<file path="config.mk">
export PLATFORM = sky130hd
export DESIGN_NAME = key_filter
export DESIGN_NICKNAME = d
export VERILOG_FILES = /design/src/rtl/key_filter.sv
export SDC_FILE = /design/constraint.sdc
export NUM_CORES = 1
export LEC_CHECK = 0
export ABC_AREA = 1
export CORE_MARGIN = 2
export CORE_UTILIZATION = 35
export DETAILED_ROUTE_END_ITERATION = 12
export PLACE_DENSITY = 0.54
export RECOVER_POWER = 50
export SETUP_SLACK_MARGIN = 0.02
export SYNTH_ARGS = -nofsm -noshare
export SYNTH_HDL_FRONTEND = slang
export SYNTH_SLANG_ARGS = --single-unit
</file>
<file path="constraint.sdc">
create_clock -name sys_clk -period 3.2 [get_ports sys_clk]
set_input_delay 0.64 -clock sys_clk [delete_from_list [all_inputs] [get_ports sys_clk]]
set_output_delay 0.64 -clock sys_clk [all_outputs]
set_load 0.05 [all_outputs]
</file>
<file path="src/rtl/key_filter.sv">
// Push-button debouncer: two-flop synchronizer feeding a four-state filter FSM.
// Emits a clean pressed level plus registered one-cycle press/release pulses.
//
// state        | meaning
// -------------+------------------------------------------------------
// IDLE         | key released and stable, waiting for a low sample
// PRESS_FILT   | low seen, counting consecutive low samples to confirm
// PRESSED      | key pressed and stable, waiting for a high sample
// RELEASE_FILT | high seen, counting consecutive high samples to confirm
module key_filter #(
  parameter int unsigned CNT_MAX = 999_999,
  parameter int unsigned CNT_W   = 20
) (
  input  logic sys_clk,
  input  logic sys_rest_n,
  input  logic key_in,
  output logic key_state,
  output logic key_flag,
  output logic key_release
);

  typedef enum logic [1:0] {
    IDLE         = 2'd0,
    PRESS_FILT   = 2'd1,
    PRESSED      = 2'd2,
    RELEASE_FILT = 2'd3
  } state_t;

  localparam logic [CNT_W-1:0] CNT_TOP = CNT_W'(CNT_MAX);

  state_t           state, state_nxt;
  logic [CNT_W-1:0] cnt, cnt_nxt;
  logic             s1, key_s;
  logic             key_state_nxt, key_flag_nxt, key_release_nxt;

  // Synchronizer resets to the released level so reset never looks like a press.
  always_ff @(posedge sys_clk or negedge sys_rest_n) begin
    if (!sys_rest_n) begin
      s1    <= 1'b1;
      key_s <= 1'b1;
    end else begin
      s1    <= key_in;
      key_s <= s1;
    end
  end

  always_ff @(posedge sys_clk or negedge sys_rest_n) begin
    if (!sys_rest_n) begin
      state       <= IDLE;
      cnt         <= '0;
      key_state   <= 1'b0;
      key_flag    <= 1'b0;
      key_release <= 1'b0;
    end else begin
      state       <= state_nxt;
      cnt         <= cnt_nxt;
      key_state   <= key_state_nxt;
      key_flag    <= key_flag_nxt;
      key_release <= key_release_nxt;
    end
  end

  always_comb begin
    state_nxt       = state;
    cnt_nxt         = cnt;
    key_state_nxt   = key_state;
    key_flag_nxt    = 1'b0;
    key_release_nxt = 1'b0;
    case (state)
      IDLE: begin
        if (!key_s) begin
          state_nxt = PRESS_FILT;
          cnt_nxt   = '0;
        end
      end
      PRESS_FILT: begin
        if (key_s) begin
          state_nxt = IDLE;
          cnt_nxt   = '0;
        end else if (cnt == CNT_TOP) begin
          state_nxt     = PRESSED;
          cnt_nxt       = '0;
          key_state_nxt = 1'b1;
          key_flag_nxt  = 1'b1;
        end else begin
          cnt_nxt = cnt + CNT_W'(1);
        end
      end
      PRESSED: begin
        if (key_s) begin
          state_nxt = RELEASE_FILT;
          cnt_nxt   = '0;
        end
      end
      RELEASE_FILT: begin
        if (!key_s) begin
          state_nxt = PRESSED;
          cnt_nxt   = '0;
        end else if (cnt == CNT_TOP) begin
          state_nxt       = IDLE;
          cnt_nxt         = '0;
          key_state_nxt   = 1'b0;
          key_release_nxt = 1'b1;
        end else begin
          cnt_nxt = cnt + CNT_W'(1);
        end
      end
      default: begin
        state_nxt     = IDLE;
        cnt_nxt       = '0;
        key_state_nxt = 1'b0;
      end
    endcase
  end

endmodule
</file>
Word level (Yosys, flattened, before mapping)
Index checks and enable logic that the tools add are counted.

Multiply operators: 0. Muxes and demuxes: 23. Bitwise gates (word level): 0. Equal/unequal tests: 12. Shift-type cells: 0. Div/mod/pow operators: 0. Order comparisons: 0. Add/subtract/negate cells: 1. Reduce and logical (&&, ||, !) cells: 5.

Operator list (number): $mux W20 (5); $pmux W20 S4 (1); $add A20 B1 Y20 const B (1); $eq A20 B20 Y1 const B (1); $mux W2 (6); $ne A2 B2 Y1 const B (6); $mux W1 (9); $pmux W2 S4 (1); $ne A3 B3 Y1 const B (2); $reduce_and A5 Y1 (1); $eq A2 B2 Y1 const B (2); $reduce_and A4 Y1 (1); $eq A2 B1 Y1 const B (1); $logic_not A2 Y1 (1); $pmux W1 S2 (1); $reduce_and A2 Y1 (1); $reduce_bool A2 Y1 (1).

Bits in latches: 0. Register bits after elaboration: 27. Output and inout bits: 3. Input bits: 3. Memory bits (read-only): 0. Bits in writable memories: 0. Memories: 0.

Longest topological paths before layout
Gate-level depths: netlist (run 1).

Word-level depth: 4. Gate-level depth with buffers: 9. Mapped depth without buffers: 9.

Worst setup path after synthesis (run 1)
Ideal clock, no wire load.

Path type: reg2reg. Start: register cnt[0]. End: register cnt[12]. Cell stages (with the launch flop): 9. Path slack: 1788 ps. Buffers on the path: 0. Required time: 3083 ps. Arrival time: 1295 ps. Path through: dfrtp_1 -> ha_1 -> nand2_2 -> nor2_4 -> nand2_1 -> nor2_2 -> or2_2 -> nand3_1 -> nand2_1.

Cells in the longest elaborated chain, start to end: 4. Elaborated cells between the ends (all ways): 6. Those cells by class: 1 x add/sub; 1 x eq/ne; 4 x mux.

RTL lines: start, declared (line 32) `logic [CNT_W-1:0] cnt, cnt_nxt;`; start signal, assigned (line 56) `cnt <= cnt_nxt;`; $add A20 B1 Y20 / $eq A20 B20 Y1 (equally long branches); $mux W20 * (line 80, 99); $mux W20 (on tied branches) (line 96, 77); $pmux W20 S4 * (line 69) `case (state)`.

Mark *: on every way between the ends. The rest lies on a longest branch, timed or not. A chain may end at the register's enable or synchronous reset.

Worst setup path after layout (run 1)
Start: register key_state. End: output port key_state.

RTL lines: start, declared (line 17) `output logic key_state,`; start signal, assigned (line 57) `key_state <= key_state_nxt;`.

No word-level cell between the ends.

==> results.ini, run 1 <==
[worst_setup_path]
path_buf_inv=1
crit_required_ns=2.56
critPathMaxFanout=2
crit_path_end_kind=output port
crit_type=register to output port
cpMaxStageDelayCell=clkdlybuf4s50_1
path_cells=clkdlybuf4s50_1
critPathLaunchType=register
r2r_slack_ns=1.47
path_delay_family=buffers and inverters
cp_data_arrival_time_ns=1.46
critPathMaxStageDelay_ns=0.82

[placement]
place.gp.congestion=0.781
hpwl_mm=2.20
portBuffers=5
dpl.cell_count=242
dpl_cell_area_um2=1580

[finish]
drive_gt1_share_pct=10.7
postLayoutCellArea_um2=1620
layout.nets=201
diodes=0
fin_cells=246
fin_util_pct=40.2
layout.cells.most_common=nand2_1
final_cell_mix=nand2_1 (58), dfrtp_1 (25), nand3_1 (19)
fillCellCount=423
area_growth_pct=10.0

[detailed_routing]
drt_wl_total_mm=3.02
wl_per_cell_um=12.3
antenna_left=0
drtIter0Drc=36
via_count=1199
drc=0
firstDrtPassIters=4
via_per_inst=4.87

[synthesis]
postSynthCellCount=188
synth_seq_cells=27
synth_largest_area_cell=dfrtp_1
syn_area_um2=1470
synth_cell_type_count=27
synth.top_cells.by_area=dfrtp_1 (43%), nand2_1 (15%), nand3_1 (6.5%)
synth.net_count=192
yosysSeqAreaShare_pct=46.1
ys_warn_count=0
synthDominantCellAreaShare_pct=42.5
avgSynthCellArea_um2=7.83

[timing]
slew_headroom_pct=3.58
period_needed_ns=2.10
maxSlewViolCount=0
fmax_mhz=477
worstMarginPinSlew_ns=1.45
rsz0062_at_grt=false
setup_tns_ns=0
finalHoldViolations=0
hold_ws_ns=0.362
fin_crit_sh_pct=65.6
clock-skew-final_ns=0.00197
setup_viol_count_final=0

[cts]
cts_setup_buffers=0
holdBufCountCts=0
cts_num_sinks=27
clockRootBuffer=clkbuf_8
ctsResizeCount=0
clk-insertion-delay-late_ns=0.27
htree_levels=1
cts_buffer_depth=2
cts_tree=yes
cts_buffers=3
path_clk_slew_ns=0.09

[die]
die-area_um2=4740
io-pin-count=6
initial_utilization_pct=36.5
fp.dieH_um=68.8
dieWidth_um=68.8
core-area_um2=4030
fp-row-count=23

[power]
power_leakage_nw=0.724
peakVddDrop_v=0.000285
p_per_area_nw_per_um2=481

[run]
maxCapViolations=0

[grt]
grt_pass1_wl_mm=5.27
grt_overflow=0
grt.total_usage_pct=14.9
antenna_found_initial=0
grt_pass1_vias=1165
grt_max_degree=28

[hold_path]
hold_class=register to register

[outcome]
status=finished, final reports clean

## state kept, by name, indices dropped and copies added, names as in the netlist, named ones only
register and count:
key_state 1, key_release 1, state 1, cnt 20, key_flag 1, key_s 1, s1 1
## power breakdown
part | internal, W | total, W | switching (W)
combinational | 0.0000547 | 0.000191 | 0.000136
clock | 0.0000893 | 0.000194 | 0.000105
sequential | 0.000368 | 0.000394 | 0.0000261
## worst reg2reg max path: cells and delay by family (launching register included)
family        cells  cell delay (ns)
buf+inv           1             0.14
fa+ha+maj         1             0.21
simple gates      6             0.88
flops             1             0.40
## cell type report
| type | instances | area (µm²) | area share, % |
|---|---|---|---|
| repair buffers | 7 | 61.3 | 3.79 |
| clock buffers | 4 | 45.0 | 2.78 |
| flip-flops and latches | 27 | 678 | 41.9 |
| multi-input cells | 137 | 693 | 42.8 |
| inverters | 21 | 78.8 | 4.87 |
| well taps | 50 | 62.6 | 3.86 |
## per-layer routing
layer | vias up | wire [µm] | track usage (%)
met3 | 4 | 72 | 1.79
li1 | 626 | - | -
met1 | 553 | 1470 | 19.5
met5 | - | 0 | 0
met4 | 0 | 38 | 5.39
met2 | 16 | 1440 | 25.4
## stage by stage
stage	worst slack [ns]	total power [W]
final	1.10	0.000779
after global routing	0.776	0.000826
after CTS	1.10	0.000789
after detailed placement	1.42	0.000595
after global placement	1.44	0.000585
after floorplan	1.79	0.000539
## cell usage after synthesis
master and number:
nand2_1 58, dfrtp_1 25, nand3_1 19, inv_1 17, nor2_1 17, o22ai_1 7
xor2_1 6, nand4_1 5, a21oi_1 4, inv_2 4, nor3_2 3, o21ai_0 3
buf_2 2, dfstp_2 2, nand2_2 2, o21ai_1 2, o21bai_1 2, buf_6 1
ha_1 1, nand2_4 1, nand3_2 1, nand3b_1 1, nor2_2 1, nor2_4 1
o22ai_2 1, or2_2 1, xnor2_1 1
## cells by family after synthesis
kind of cell	Yosys count	synth area share [%]
xor+xnor	7	4.17
fa+ha+maj	1	0.850
buf+inv	24	6.80
compound gates	19	7.91
flops	27	46.1
simple gates	110	34.2
## worst paths after layout
| check | start | end | depth (start not counted) |
|---|---|---|---|
| min in group asynchronous | sys_rest_n | cnt[5]$_DFFE_PN0P_ | 2 |
| max in group asynchronous | sys_rest_n | cnt[3]$_DFFE_PN0P_ | 2 |
| setup reg to reg | cnt[0]$_DFFE_PN0P_ | cnt[17]$_DFFE_PN0P_ | 8 |
| hold reg to reg | s1$_DFF_PN1_ | key_s$_DFF_PN1_ | 0 |
| setup / recovery | key_state$_DFFE_PN0P_ | key_state | 1 |
| hold / removal | s1$_DFF_PN1_ | key_s$_DFF_PN1_ | 0 |
Power figures use the tool's default switching activity.
==> run 2: changes to the inputs <==
Settings changed: PLACE_DENSITY 0.54 to 0.56.
Clock period 3.2 ns to 1.8 ns, I/O delays scaled along.
==> results.ini, run 2 (same netlist as run 1, synthesis figures left out) <==
[die]
dieWidth_um=68.8  ; unchanged
die-area_um2=4740  ; unchanged
fp.dieH_um=68.8  ; unchanged
fp-row-count=23  ; unchanged
initial_utilization_pct=36.5  ; unchanged
core-area_um2=4030  ; unchanged
io-pin-count=6  ; unchanged

[grt]
grt_pass1_vias=1142  ; -2.0%
antenna_found_initial=0  ; unchanged
grt.total_usage_pct=15.0  ; +0.086 points
grt_max_degree=28  ; unchanged
grt_pass1_wl_mm=5.22  ; -1.0%
grt_overflow=0  ; unchanged

[cts]
clockRootBuffer=clkbuf_8
cts_tree=yes
cts_setup_buffers=0  ; unchanged
htree_levels=1  ; unchanged
clk-insertion-delay-late_ns=0.27  ; about the same
cts_buffer_depth=2  ; unchanged
holdBufCountCts=0  ; unchanged
ctsResizeCount=0  ; unchanged
cts_buffers=3  ; unchanged
cts_num_sinks=27  ; unchanged
path_clk_slew_ns=0.09  ; about the same

[worst_setup_path]
cpMaxStageDelayCell=dfrtp_1
critPathMaxStageDelay_ns=0.39  ; -0.43 ns
critPathLaunchType=register
cp_data_arrival_time_ns=1.80  ; +0.34 ns
crit_required_ns=1.97  ; -0.59 ns
crit_type=register to register
path_cells=ha_1 > nand2_2 > nor3_2 > nand3_4 > nand2_8 > inv_2 > nand3_1 > nand2_1
critPathMaxFanout=14  ; +12
r2r_slack_ns=0.17  ; -1.30 ns
crit_path_end_kind=register

[timing]
slew_headroom_pct=55.8  ; +52 points
clock-skew-final_ns=0.00463  ; +0.00266 ns
fin_crit_sh_pct=90.6
maxSlewViolCount=0  ; unchanged
finalHoldViolations=0  ; unchanged
period_needed_ns=1.63
setup_tns_ns=0  ; unchanged
rsz0062_at_grt=false
worstMarginPinSlew_ns=0.663  ; -0.783 ns
fmax_mhz=613
setup_viol_count_final=0  ; unchanged

[detailed_routing]
drc=0  ; unchanged
via_per_inst=4.88  ; +0.10%
antenna_left=0  ; unchanged
drtIter0Drc=79  ; +120%
wl_per_cell_um=12.3  ; about the same
drt_wl_total_mm=3.05  ; +0.86%
via_count=1210  ; +0.92%
firstDrtPassIters=4  ; unchanged

[finish]
postLayoutCellArea_um2=1660  ; +2.3%
diodes=0  ; unchanged
largest_register_ffs=20  ; unchanged
final_cell_mix=nand2_1 (58), dfrtp_1 (25), nand3_1 (19)
fillCellCount=429  ; +1.4%
drive_gt1_share_pct=13.6  ; +2.9 points
regArea_um2=678  ; unchanged
multi_input_area_um2=709  ; +2.3%
layout.nets=203  ; +1.0%
area_growth_pct=12.6
top_register=cnt
layout.cells.most_common=nand2_1

[placement]
dpl_cell_area_um2=1600  ; +1.3%
portBuffers=5  ; unchanged
place.gp.congestion=0.812  ; +3.9%
hpwl_mm=2.18  ; -1.0%

[power]
power_leakage_nw=0.750  ; +3.6%
finalPower_w=0.00143  ; +84%
p_per_area_nw_per_um2=866  ; +80%
peakVddDrop_v=0.000829  ; +190%

[outcome]
status=finished, final reports clean

[run]
maxCapViolations=0  ; unchanged

[hold_path]
hold_class=register to register

-- run 2: layer usage --
metal | GRT usage [%] | up-vias | wire length, µm
met5 | 0 | - | 0
met4 | 6.13 | 0 | 40
met3 | 2.76 | 4 | 138
met2 | 22.5 | 26 | 1300
met1 | 21.2 | 553 | 1570
li1 | - | 627 | -
-- run 2: power by group --
part / switching, W / internal (W) / total, W
Combinational: 0.000254 / 0.000134 / 0.000388
Clock: 0.000189 / 0.000159 / 0.000347
Sequential: 0.0000447 / 0.000654 / 0.000698
Total: 0.000488 / 0.000946 / 0.00143
-- run 2: stage by stage --
step / hold slack (ns) / instances / setup slack, ns / utilization, %
CTS: 0.361 / 248 / 0.115 / 40.8
floorplan: 0.0644 / 188 / 0.388 / -
finish: 0.360 / 248 / 0.170 / 41.1
global placement: 0.346 / 244 / 0.181 / 39.7
global route: 0.370 / 248 / 0.0214 / 41.1
detailed placement: 0.347 / 244 / 0.126 / 39.7
-- run 2: final cells by class --
type | instances | area share, %
timing repair buffer | 9 | 4.98
sequential | 27 | 40.9
clock buffer | 4 | 2.72
multi-input combinational | 137 | 42.8
inverter | 21 | 4.76
tap | 50 | 3.78
-- run 2: worst max-delay path: cells and delay by family (launching register included) --
kind          cells  cell delay, ns
simple gates      6            0.82
buf+inv           1            0.10
fa+ha+maj         1            0.21
flops             1            0.39
-- run 2: worst paths after layout --
path / from / to / cells after the start
setup reg to reg: cnt[1]$_DFFE_PN0P_ / cnt[13]$_DFFE_PN0P_ / 8
min in group asynchronous: sys_rest_n / cnt[9]$_DFFE_PN0P_ / 2
setup / recovery: cnt[1]$_DFFE_PN0P_ / cnt[13]$_DFFE_PN0P_ / 8
max in group asynchronous: sys_rest_n / cnt[3]$_DFFE_PN0P_ / 2
hold reg to reg: s1$_DFF_PN1_ / key_s$_DFF_PN1_ / 0
hold / removal: s1$_DFF_PN1_ / key_s$_DFF_PN1_ / 0
